===== config.mk =====
export PLATFORM = sky130hd
export DESIGN_NAME = nc_ifetch_responder
export DESIGN_NICKNAME = d
export VERILOG_FILES = /design/src/rtl/sargantana_icache_pkg.sv /design/src/rtl/nc_beat_assembler.sv /design/src/rtl/nc_ifetch_responder.sv
export SDC_FILE = /design/constraint.sdc
export NUM_CORES = 1
export LEC_CHECK = 0
export CAP_MARGIN = 40
export CORE_ASPECT_RATIO = 1.75
export CORE_MARGIN = 4
export CORE_UTILIZATION = 35
export DETAILED_ROUTE_END_ITERATION = 12
export GPL_TIMING_DRIVEN = 0
export PLACE_DENSITY = 0.71
export SLEW_MARGIN = 20
export SYNTH_ARGS = -nofsm -noshare
export SYNTH_HDL_FRONTEND = slang
export SYNTH_SLANG_ARGS = --single-unit

===== constraint.sdc =====
create_clock -name clk_i -period 2.9 [get_ports clk_i]
set_input_delay 0.87 -clock clk_i [delete_from_list [all_inputs] [get_ports clk_i]]
set_output_delay 0.87 -clock clk_i [all_outputs]
set_load 0.03 [all_outputs]

===== src/rtl/sargantana_icache_pkg.sv =====
// Shared types and widths for the non-cacheable instruction-fetch bypass.
// Latency: n/a (declarations only).
// Backpressure: n/a.
package sargantana_icache_pkg;

  localparam int NC_ADDR_W = 40;
  localparam int NC_WORD_W = 64;

  typedef enum logic [1:0] {
    NC_IDLE      = 2'd0,
    NC_SEND_REQ  = 2'd1,
    NC_WAIT_RESP = 2'd2,
    NC_GRANT     = 2'd3
  } nc_resp_state_t;

endpackage


===== src/rtl/nc_beat_assembler.sv =====
// Packs MEM_DATA_W-wide response beats into one 64-bit word, beat 0 in the low bits.
// Latency: a beat is visible in word the cycle after it is accepted.
// Backpressure: none; every beat_valid is consumed.
//
// Ports: clk_i/rstn_i clock and async active-low reset; clear restarts a word;
// beat_valid/beat_data incoming beat; force_zero wipes the word (timeout);
// last_beat flags the completing beat combinationally; word is the assembled data.
module nc_beat_assembler
  import sargantana_icache_pkg::*;
#(
  parameter int MEM_DATA_W = 32
) (
  input  logic                  clk_i,
  input  logic                  rstn_i,
  input  logic                  clear,
  input  logic                  beat_valid,
  input  logic [MEM_DATA_W-1:0] beat_data,
  input  logic                  force_zero,
  output logic                  last_beat,
  output logic [NC_WORD_W-1:0]  word
);

  localparam int NUM_BEATS = NC_WORD_W / MEM_DATA_W;
  localparam int CNT_W     = (NUM_BEATS > 1) ? $clog2(NUM_BEATS) : 1;

  logic [CNT_W-1:0]     beat_cnt;
  logic [NC_WORD_W-1:0] data_q;

  assign last_beat = beat_valid && (beat_cnt == CNT_W'(NUM_BEATS - 1));
  assign word      = data_q;

  always_ff @(posedge clk_i or negedge rstn_i) begin
    if (!rstn_i) begin
      beat_cnt <= '0;
      data_q   <= '0;
    end else if (clear) begin
      beat_cnt <= '0;
      data_q   <= '0;
    end else if (force_zero) begin
      data_q <= '0;
    end else if (beat_valid) begin
      // Constant-index slices keep the write in range for every legal width.
      for (int b = 0; b < NUM_BEATS; b++) begin
        if (beat_cnt == CNT_W'(b)) begin
          data_q[b*MEM_DATA_W +: MEM_DATA_W] <= beat_data;
        end
      end
      beat_cnt <= beat_cnt + 1'b1;
    end
  end

endmodule


===== src/rtl/nc_ifetch_responder.sv =====
// Responder for non-cacheable ifetch: one memory read per request, one grant per accepted request.
// Latency: req->mem_req_valid 1 cycle; final beat->grant 1 cycle (min turnaround 3 cycles).
// Backpressure: holds mem request until ready; requests arriving while busy are dropped (overrun_o).
//
// Ports: clk_i/rstn_i; req_nc_valid_i/req_nc_vaddr_i request pulse and address;
// l2_grant_valid_o/l2_resp_data_o grant pulse and word; mem_req_* read request;
// mem_resp_* response beats; busy_o; sticky timeout_o, overrun_o, stray_resp_o.
module nc_ifetch_responder
  import sargantana_icache_pkg::*;
#(
  parameter int MEM_DATA_W     = 32,
  parameter int TIMEOUT_CYCLES = 1024,
  parameter int TO_CNT_W       = 11
) (
  input  logic                  clk_i,
  input  logic                  rstn_i,
  input  logic                  req_nc_valid_i,
  input  logic [NC_ADDR_W-1:0]  req_nc_vaddr_i,
  output logic                  l2_grant_valid_o,
  output logic [NC_WORD_W-1:0]  l2_resp_data_o,
  output logic                  mem_req_valid_o,
  input  logic                  mem_req_ready_i,
  output logic [NC_ADDR_W-1:0]  mem_req_addr_o,
  input  logic                  mem_resp_valid_i,
  input  logic [MEM_DATA_W-1:0] mem_resp_data_i,
  output logic                  busy_o,
  output logic                  timeout_o,
  output logic                  overrun_o,
  output logic                  stray_resp_o
);

  localparam bit                  TO_EN   = (TIMEOUT_CYCLES != 0);
  localparam logic [TO_CNT_W-1:0] TO_LAST = TO_CNT_W'((TIMEOUT_CYCLES == 0) ? 0 : TIMEOUT_CYCLES - 1);

  nc_resp_state_t       state_q, state_d;
  logic [NC_ADDR_W-1:0] addr_q;
  logic [TO_CNT_W-1:0]  to_cnt_q;
  logic [NC_WORD_W-1:0] resp_q;
  logic [NC_WORD_W-1:0] word;
  logic                 accept, in_wait, beat_vld, last_beat, timeout_fire;
  logic                 timeout_q, overrun_q, stray_q;
  logic                 unused_addr_lsb;

  assign unused_addr_lsb = ^req_nc_vaddr_i[2:0];

  assign accept   = (state_q == NC_IDLE) && req_nc_valid_i;
  assign in_wait  = (state_q == NC_WAIT_RESP);
  assign beat_vld = in_wait && mem_resp_valid_i;
  // A final beat landing on the last allowed cycle wins over the timeout.
  assign timeout_fire = TO_EN && in_wait && (to_cnt_q == TO_LAST) && !last_beat;

  nc_beat_assembler #(.MEM_DATA_W(MEM_DATA_W)) u_asm (
    .clk_i      (clk_i),
    .rstn_i     (rstn_i),
    .clear      (accept),
    .beat_valid (beat_vld),
    .beat_data  (mem_resp_data_i),
    .force_zero (timeout_fire),
    .last_beat  (last_beat),
    .word       (word)
  );

  always_ff @(posedge clk_i or negedge rstn_i) begin
    if (!rstn_i) begin
      state_q <= NC_IDLE;
    end else begin
      state_q <= state_d;
    end
  end

  always_comb begin
    state_d = state_q;
    case (state_q)
      NC_IDLE:      if (req_nc_valid_i)              state_d = NC_SEND_REQ;
      NC_SEND_REQ:  if (mem_req_ready_i)             state_d = NC_WAIT_RESP;
      NC_WAIT_RESP: if (last_beat || timeout_fire)   state_d = NC_GRANT;
      NC_GRANT:                                      state_d = NC_IDLE;
      default:                                       state_d = NC_IDLE;
    endcase
  end

  always_ff @(posedge clk_i or negedge rstn_i) begin
    if (!rstn_i) begin
      addr_q    <= '0;
      to_cnt_q  <= '0;
      resp_q    <= '0;
      timeout_q <= 1'b0;
      overrun_q <= 1'b0;
      stray_q   <= 1'b0;
    end else begin
      if (accept) begin
        addr_q   <= {req_nc_vaddr_i[NC_ADDR_W-1:3], 3'b000};
        to_cnt_q <= '0;
      end else if (in_wait) begin
        to_cnt_q <= to_cnt_q + 1'b1;
      end
      // Keeps the returned word on the output after the grant, even once a new request clears the assembler.
      if (state_q == NC_GRANT) resp_q <= word;
      if (timeout_fire) timeout_q <= 1'b1;
      if (req_nc_valid_i && (state_q != NC_IDLE)) overrun_q <= 1'b1;
      if (mem_resp_valid_i && !in_wait) stray_q <= 1'b1;
    end
  end

  assign l2_grant_valid_o = (state_q == NC_GRANT);
  assign l2_resp_data_o   = l2_grant_valid_o ? word : resp_q;
  assign mem_req_valid_o  = (state_q == NC_SEND_REQ);
  assign mem_req_addr_o   = addr_q;
  assign busy_o           = (state_q != NC_IDLE);
  assign timeout_o        = timeout_q;
  assign overrun_o        = overrun_q;
  assign stray_resp_o     = stray_q;

endmodule


After elaboration in Yosys (flattened, before gate mapping):

Cells that the tools add are included.
W data, S select, Z words.

* flip-flop bits (word level): 182
* output and inout port bits: 110
* word-level logic and storage cells: 56

* add/sub/neg operators: 2
* equality and inequality tests: 9
* multiplexer cells: 15
* reduce and logical (&&, ||, !) cells: 20

Operators by type and width (number)
* $mux W64: 4
* $mux W32: 2
* $mux W11: 2
* $add A11 B1 Y11 const B: 1
* $eq A11 B10 Y1 const B: 1
* $pmux W2 S4: 1
* $logic_and A1 B1 Y1: 7
* $mux W2: 3
* $reduce_and A2 Y1: 3
* $reduce_bool A2 Y1: 3
* $reduce_bool A3 Y1: 2
* $eq A2 B2 Y1 const B: 2
* $ne A2 B1 Y1 const B: 2
* $ne A2 B2 Y1 const B: 2
* $mux W1: 3
* $ne A3 B3 Y1 const B: 1
* $reduce_and A3 Y1: 1
* $eq A2 B1 Y1 const B: 1
* $logic_not A1 Y1: 2
* $logic_not A2 Y1: 1
* $add A1 B1 Y1 const B: 1
* $logic_or A1 B1 Y1: 1

Depth between registers and ports, before layout:

Gate-level depths: netlist (run 1).

* depth after elaboration: 8
* mapped depth: 10
* mapped depth without buffers: 6

Cells and area by module:

From an unflattened synthesis (run 1), not the netlist that was laid out.

* cell total of the unflattened synthesis: 585
* area, all modules: 7214.4 um2

Modules (own cells, without submodules)
* nc_ifetch_responder: times used 1, cells an instance 300, area each 4619.4 um2, sequential area each 2927.8 um2
* nc_beat_assembler: times used 1, cells an instance 285, area each 2595.0 um2, sequential area each 1626.6 um2

Worst setup path before layout (run 1):

No wires, ideal clock.

* path type: reg2out
* start: reg state_q[0]
* end: out l2_resp_data_o[10]
* data arrival time: 1.871 ns
* data required time: 2.030 ns
* path slack: 0.159 ns
* cell stages (with the launch flop): 5
* buffers on the path: 2
* cells stage by stage: dfrtp_1 -> ha_1 -> clkbuf_1 -> clkbuf_1 -> mux2_2

* word-level cells in the longest chain between the ends: 2

Ends and longest elaborated chain
* start: declaration: line nc_ifetch_responder.sv:35 `nc_resp_state_t state_q, state_d;`
* start signal: assignment: line nc_ifetch_responder.sv:67 `state_q <= state_d;`
* $eq A2 B2 Y1: line nc_ifetch_responder.sv:105 `assign l2_grant_valid_o = (state_q == NC_GRANT);`
* named net l2_grant_valid_o: line nc_ifetch_responder.sv:19 `output logic l2_grant_valid_o,`
* $mux W64
* end: declaration: line nc_ifetch_responder.sv:20 `output logic [NC_WORD_W-1:0] l2_resp_data_o,`

The timed path passes the listed nets, and every way through them passes these cells.

Final worst setup path (run 1):

* start: reg state_q[1]
* end: out l2_resp_data_o[0]

* word-level cells in the longest chain between the ends: 2

Ends and longest elaborated chain (line)
* $eq A2 B2 Y1: nc_ifetch_responder.sv:105
* $mux W64

No other way between the ends.

==> impl_results.md, run 1 <==
- Status: completed
- Initial core utilization: 0.354
- WP buf/inv: 3
- Post-DR vias/cell: between 4 and 5
- Minimum clock period: between 2 and 3 ns
- Critical Path Fanout Max: 9
- CP max stage delay: just under 0.4 ns
- GP Congestion: roughly 0.73
- DR WL/cell: about 17 um
- Setup Viol. Count Final: 0
- Pins Over Slew Limit: 0
- Clock Latency Late Sink: roughly 0.43 ns
- Worst slew pin tran: 0.669 ns
- Standard-cell rows: 68
- Leak: 4.75 nW
- Top cells by area, synth: dfrtp_1, mux2_2, a22o_1
- CTS H-Tree Depth: 4
- Die H: just under 200 um
- Setup TNS: 0 ns
- CTS buffer count: 17
- P&R area growth vs syn: 36.7%
- Max VDD drop: approximately 580 uV
- Worst hold path class: primary input to asynchronous set/reset pin
- Mean post-synth cell area: 13.2 um^2
- FF+latch count, synth: 182
- Fraction of layout cells with a size suffix above 1: 0.258
- Initial DRT Pass Iterations: 6
- Yosys top cell area share: 0.655
- Switch Pwr: ~4.3 mW
- RSZ-0062 raised after global routing: yes
- Yosys warning count: 0
- GRT Total Usage: 0.161
- Clock network power share: 0.205
- Core footprint: between 0.015 and 0.02 mm^2
- Sw frac: 0.396
- Fmax: around 350 MHz
- Main flop type after synthesis: dfrtp_1
- GRT Residual Overflow: 0
- CTS tree: yes
- Post-placement cell count: 957
- Sequential area share after synthesis: 0.655
- Crit path depth: 5
- Boundary Pins: 187
- Reg power frac: 0.361
- Worst rel slew slack: 0.554
- Count leader, synth: dfrtp_1
- Synth async-reset ratio: 1.00
- Clock buffer depth: 2
- CP Class: flip-flop to primary output
- Worst-case reg-to-reg path depth: 9
- Vias: 4740
- Clk slew on worst S/H paths: 0.07 ns
- Cell-internal power: 6.53 mW
- Post-Syn Area: roughly 0.0070 mm^2
- Crit-path leading delay family: buffers and inverters
- Finished Layout Cells: 992
- Final wirelength: approximately 17000 um
- Post-synth EDFFs: 0
- Cells after synthesis: about 530
- CP startpoint kind: flip-flop
- Initial antenna violation count: 0
- # DRC: 0
- Reg-to-reg startpoint: state_q[0]$_DFFE_PN0P_
- First-pass GRT wire length: 27800 um
- Max-cap violations: 0
- Final hold violations: 0
- Drt first-iter violations: 241
- Worst Path Required: 2.03 ns
- Cts hold-fix bufs: 0
- Tcrit/Tclk final: 0.974
- Die area: approximately 0.022 mm^2
- Nets@finish: 817
- Hold slack: about 0.34 ns
- PwrDens: roughly 1100 mW/mm^2
- Root Buffer: clkbuf_16
- Clock Skew: a little over 0.01 ns
- PortBufs: 180
- CP arrival: 1.95 ns
- Diode count: 0
- Worst reg2reg setup slack: 0.55 ns
- Synth area leader: dfrtp_1
- R2r endpoint: u_asm.word[38]$_DFFE_PN0P_
- Clk sinks: 182
- Synth top cells by count: dfrtp_1, nand2_1, mux2_2
- Vias in the first global route: between 5000 and 6000
- Synth unique cells: 41
- CP Cell Sequence: ha_2 -> buf_8 -> buf_4 -> mux2_2 -> clkdlybuf4s15_2
- ANT nets after route: 0
- CP endpoint kind: primary output
- Overall Power: 10.8 mW
- Die W: 115 um
- CP max-delay cell: dfrtp_1
- Comb power frac: 0.434
- Pin count of the biggest net entering global routing: 75
- Detailed placement HPWL: 12400 um
## through the flow
stage	utilization	cell area [um^2]	worst slack, ns
global placement	0.461	9070	-6.63
floorplan	-	6960	0.159
global route	0.483	9500	-0.0197
finish	0.483	9500	0.0758
detailed placement	0.464	9130	-0.761
CTS	0.485	9540	-0.0662
## how the worst max path moves through the flow
stage	startpoint	end	slack, ns
5_1_grt	state_q[1]$_DFFE_PN0P_	l2_resp_data_o[0]	-0.02
3_3_place_gp	rstn_i	mem_req_addr_o[26]$_DFFE_PN0P_	-6.63
2_1_floorplan	state_q[0]$_DFFE_PN0P_	l2_resp_data_o[10]	0.16
3_5_place_dp	state_q[0]$_DFFE_PN0P_	l2_resp_data_o[29]	-0.76
4_1_cts	state_q[1]$_DFFE_PN0P_	l2_resp_data_o[29]	-0.07
6_report	state_q[1]$_DFFE_PN0P_	l2_resp_data_o[0]	0.08
## power by group through the flow
stage | clock [mW] | sequential, mW | combinational (mW)
finish | 2.21 | 3.90 | 4.69
detailed placement | 0 | 3.94 | 4.95
global placement | 0 | 3.93 | 4.88
global route | 2.39 | 4.01 | 5.04
floorplan | 0 | 4.31 | 2.58
CTS | 2.29 | 3.91 | 4.81
## final cells by class
cell class / instances / area, um^2
inverter: 5 / 18.8
buffer: 33 / 253
clock inverter: 15 / 135
clock buffer: 17 / 425
multi-input combinational: 310 / 2230
sequential: 182 / 4550
tap: 245 / 307
timing repair buffer: 185 / 1580
fill: 1751 / 10200
## cells by family after synthesis
family / synth area share
flops: 0.655
simple gates: 0.0941
compound gates: 0.0939
mux: 0.112
buf+inv: 0.0256
fa+ha+maj: 0.0108
xor+xnor: 0.00756
other cells: 0.000539
## state kept, by name, indices dropped and copies added (netlist names)
register and cells:
mem_req_addr_o 37, overrun_o 1, resp_q 64, state_q 2
stray_resp_o 1, timeout_o 1, to_cnt_q 11, u_asm.beat_cnt 1
u_asm.word 64
## cells in the final DEF, fill, tap and decap left out, types with 3 or more instances in the layout
master | netlist | final
inv_1 | 5 | 5
mux2_2 | 64 | 64
o21ai_0 | 3 | 3
clkbuf_8 | 0 | 4
xor2_1 | 4 | 4
clkbuf_1 | 17 | 10
nand2_1 | 117 | 117
buf_1 | 3 | 3
nor2_1 | 12 | 12
inv_8 | 0 | 5
clkinvlp_4 | 0 | 4
clkdlybuf4s50_1 | 0 | 114
mux2i_1 | 5 | 5
nand3_1 | 4 | 4
ha_1 | 6 | 5
buf_4 | 5 | 7
dfrtp_1 | 182 | 182
inv_6 | 0 | 4
a21oi_1 | 3 | 3
a22o_1 | 60 | 60
a21o_1 | 3 | 3
conb_1 | 1 | 3
clkbuf_16 | 0 | 19
buf_2 | 7 | 68
## timing repair
item	4_1_cts	5_1_grt
buffers inserted	2	0
setup endpoints to repair	64	53
resized for setup	317	19
hold endpoints to repair	0	0
## layer usage
metal  vias up  GRT usage  share of wire
li1       2230          -              -
met1      2351      0.186           0.39
met2       141      0.274           0.52
met3        18     0.0514          0.068
met4         0     0.0594          0.019
met5         -          0              0
(Power assumes the default switching activity.)
==> run 2: changes to the inputs <==
--- a/config.mk
+++ b/config.mk
@@ -10,6 +10,6 @@
 export CORE_MARGIN = 4
-export CORE_UTILIZATION = 35
+export CORE_UTILIZATION = 48
 export DETAILED_ROUTE_END_ITERATION = 12
 export GPL_TIMING_DRIVEN = 0
-export PLACE_DENSITY = 0.71
+export PLACE_DENSITY = 0.89
 export SLEW_MARGIN = 20
==> constraint.sdc (replaced) <==
create_clock -name clk_i -period 2.9 [get_ports clk_i]
set_input_delay 0.58 -clock clk_i [delete_from_list [all_inputs] [get_ports clk_i]]
set_output_delay 0.58 -clock clk_i [all_outputs]
set_load 0.03 [all_outputs]
==> impl_results.md, run 2 (synthesis gave the netlist of run 1 again) <==
- Status: completed
- R2r endpoint: u_asm.word[10]$_DFFE_PN0P_
- CP startpoint kind: flip-flop
- DR WL/cell: roughly 20 um
- Critical Path Fanout Max: 10
- Minimum clock period: 2.81 ns
- CP max stage delay: 0.62 ns
- Cts hold-fix bufs: 0
- Clk sinks: between 150 and 200
- Most frequent cells in the layout: dfrtp_1, clkdlybuf4s50_1, nand2_1
- Worst Path Required: 2.32 ns
- Worst reg2reg setup slack: 0.60 ns
- Clock buffer depth: 2
- Finished Layout Cells: 923
- DP Area: 0.00902 mm^2
- Drt first-iter violations: 246
- Reg power frac: 0.363
- Final wirelength: 18100 um
- CP max-delay cell: clkdlybuf4s50_1
- Pins Over Slew Limit: 0
- Max-cap violations: 0
- Clock Skew: ~0.012 ns
- Die H: 167 um
- Initial DRT Pass Iterations: 4
- Worst slew pin tran: 0.635 ns
- ANT nets after route: 0
- Clock Latency Late Sink: 0.43 ns
- CP arrival: 2.23 ns
- CTS H-Tree Depth: 4
- GP Congestion: about 0.85
- Reg-to-reg startpoint: state_q[0]$_DFFE_PN0P_
- Fmax: 356 MHz
- Cell-internal power: 6.56 mW
- CP endpoint kind: primary output
- Root Buffer: clkbuf_16
- CP Class: flip-flop to primary output
- Worst rel slew slack: 0.573
- GRT Residual Overflow: 0
- Clock network power share: 0.204
- Final hold violations: 0
- Most common cell after layout, fill and taps aside: dfrtp_1
- Tcrit/Tclk final: 0.969
- First-pass GRT wire length: 29500 um
- Die area: between 0.015 and 0.02 mm^2
- Core footprint: 0.0143 mm^2
- Fraction of layout cells with a size suffix above 1: 0.170
- Overall Power: 10.9 mW
- CTS buffer count: 17
- Leak: 4.84 nW
- Comb power frac: 0.433
- Nets@finish: 813
- Initial core utilization: 0.486
- # DRC: 0
- Postcts setup bufs: 0
- Max VDD drop: 470 uV
- Post-DR vias/cell: 5.37
- Setup TNS: 0 ns
- Post-placement cell count: ~890
- Pin count of the biggest net entering global routing: 102
- Initial antenna violation count: 0
- PortBufs: 180
- Sw frac: 0.401
- P&R area growth vs syn: 37.5%
- Detailed placement HPWL: 13400 um
- Diode count: 0
- CTS tree: yes
- Vias: 4954
- Worst hold path class: primary input to asynchronous set/reset pin
- CP Cell Sequence: ha_1 -> buf_4 -> mux2_2 -> clkdlybuf4s50_1
- Worst-case reg-to-reg path depth: 8
- Clk slew on worst S/H paths: about 0.08 ns
- Standard-cell rows: 58
- Vias in the first global route: 5642
- Post-route cell area: 0.00956 mm^2
- PwrDens: around 1100 mW/mm^2
- Boundary Pins: roughly 190
- Setup Viol. Count Final: 0
- RSZ-0062 raised after global routing: no
- Switch Pwr: 4.39 mW
- GRT Total Usage: 0.228
- Die W: 99.0 um
## run 2: layout make-up
cell class                      count  area [um^2]
Fill cell                        1038         4740
Sequential cell                   182         4550
Multi-Input combinational cell    310         2230
Timing Repair Buffer              181         1760
Clock buffer                       18          429
Tap cell                          180          225
Buffer                             33          191
Clock inverter                     14          156
Inverter                            5         18.8
## run 2: critical path: cells and delay by family, from the launching register on
kind                       cells  cell delay, ns
buffers and inverters          2            0.83
DFF                            1            0.40
adders and majority gates      1            0.20
muxes                          1            0.37
## run 2: worst max path at each step
stage                                start  slack, ns                              to
CTS                 state_q[1]$_DFFE_PN0P_     -0.004              l2_resp_data_o[23]
global route        state_q[1]$_DFFE_PN0P_      0.006              l2_resp_data_o[23]
global placement                    rstn_i      -5.56  mem_req_addr_o[13]$_DFFE_PN0P_
finish              state_q[0]$_DFFE_PN0P_       0.09               l2_resp_data_o[1]
detailed placement  state_q[1]$_DFFE_PN0P_      -0.34              l2_resp_data_o[36]
floorplan           state_q[0]$_DFFE_PN0P_       0.45              l2_resp_data_o[10]
## run 2: repair_timing
item | in CTS | in global routing
cloned | 0 | 0
pin swaps | 0 | 0
endpoints found under the hold margin | 0 | 0
endpoints found under the setup margin | 64 | 54
resized for setup | 75 | 8
## run 2: routing by layer
metal,GRT usage,up-vias,part of all wire
li1,-,2218,-
met1,0.254,2494,0.36
met2,0.400,195,0.54
met3,0.0642,47,0.070
met4,0.104,0,0.035
met5,0,-,0
## run 2: power by group through the flow
stage	clock [mW]	combinational (mW)	sequential (mW)
final	2.23	4.74	3.97
after global routing	2.39	5.07	4.07
after CTS	2.29	4.79	3.97
after detailed placement	0	4.96	4.00
after global placement	0	4.78	3.92
after floorplan	0	2.58	4.31
## run 2: through the flow
| stage | setup WS, ns | hold slack, ns | util |
|---|---|---|---|
| finish | 0.0901 | 0.128 | 0.669 |
| global placement | -5.56 | 0.438 | 0.629 |
| detailed placement | -0.339 | 0.458 | 0.631 |
| global route | 0.00641 | 0.179 | 0.669 |
| floorplan | 0.449 | 0.284 | - |
| CTS | -0.00392 | 0.152 | 0.669 |
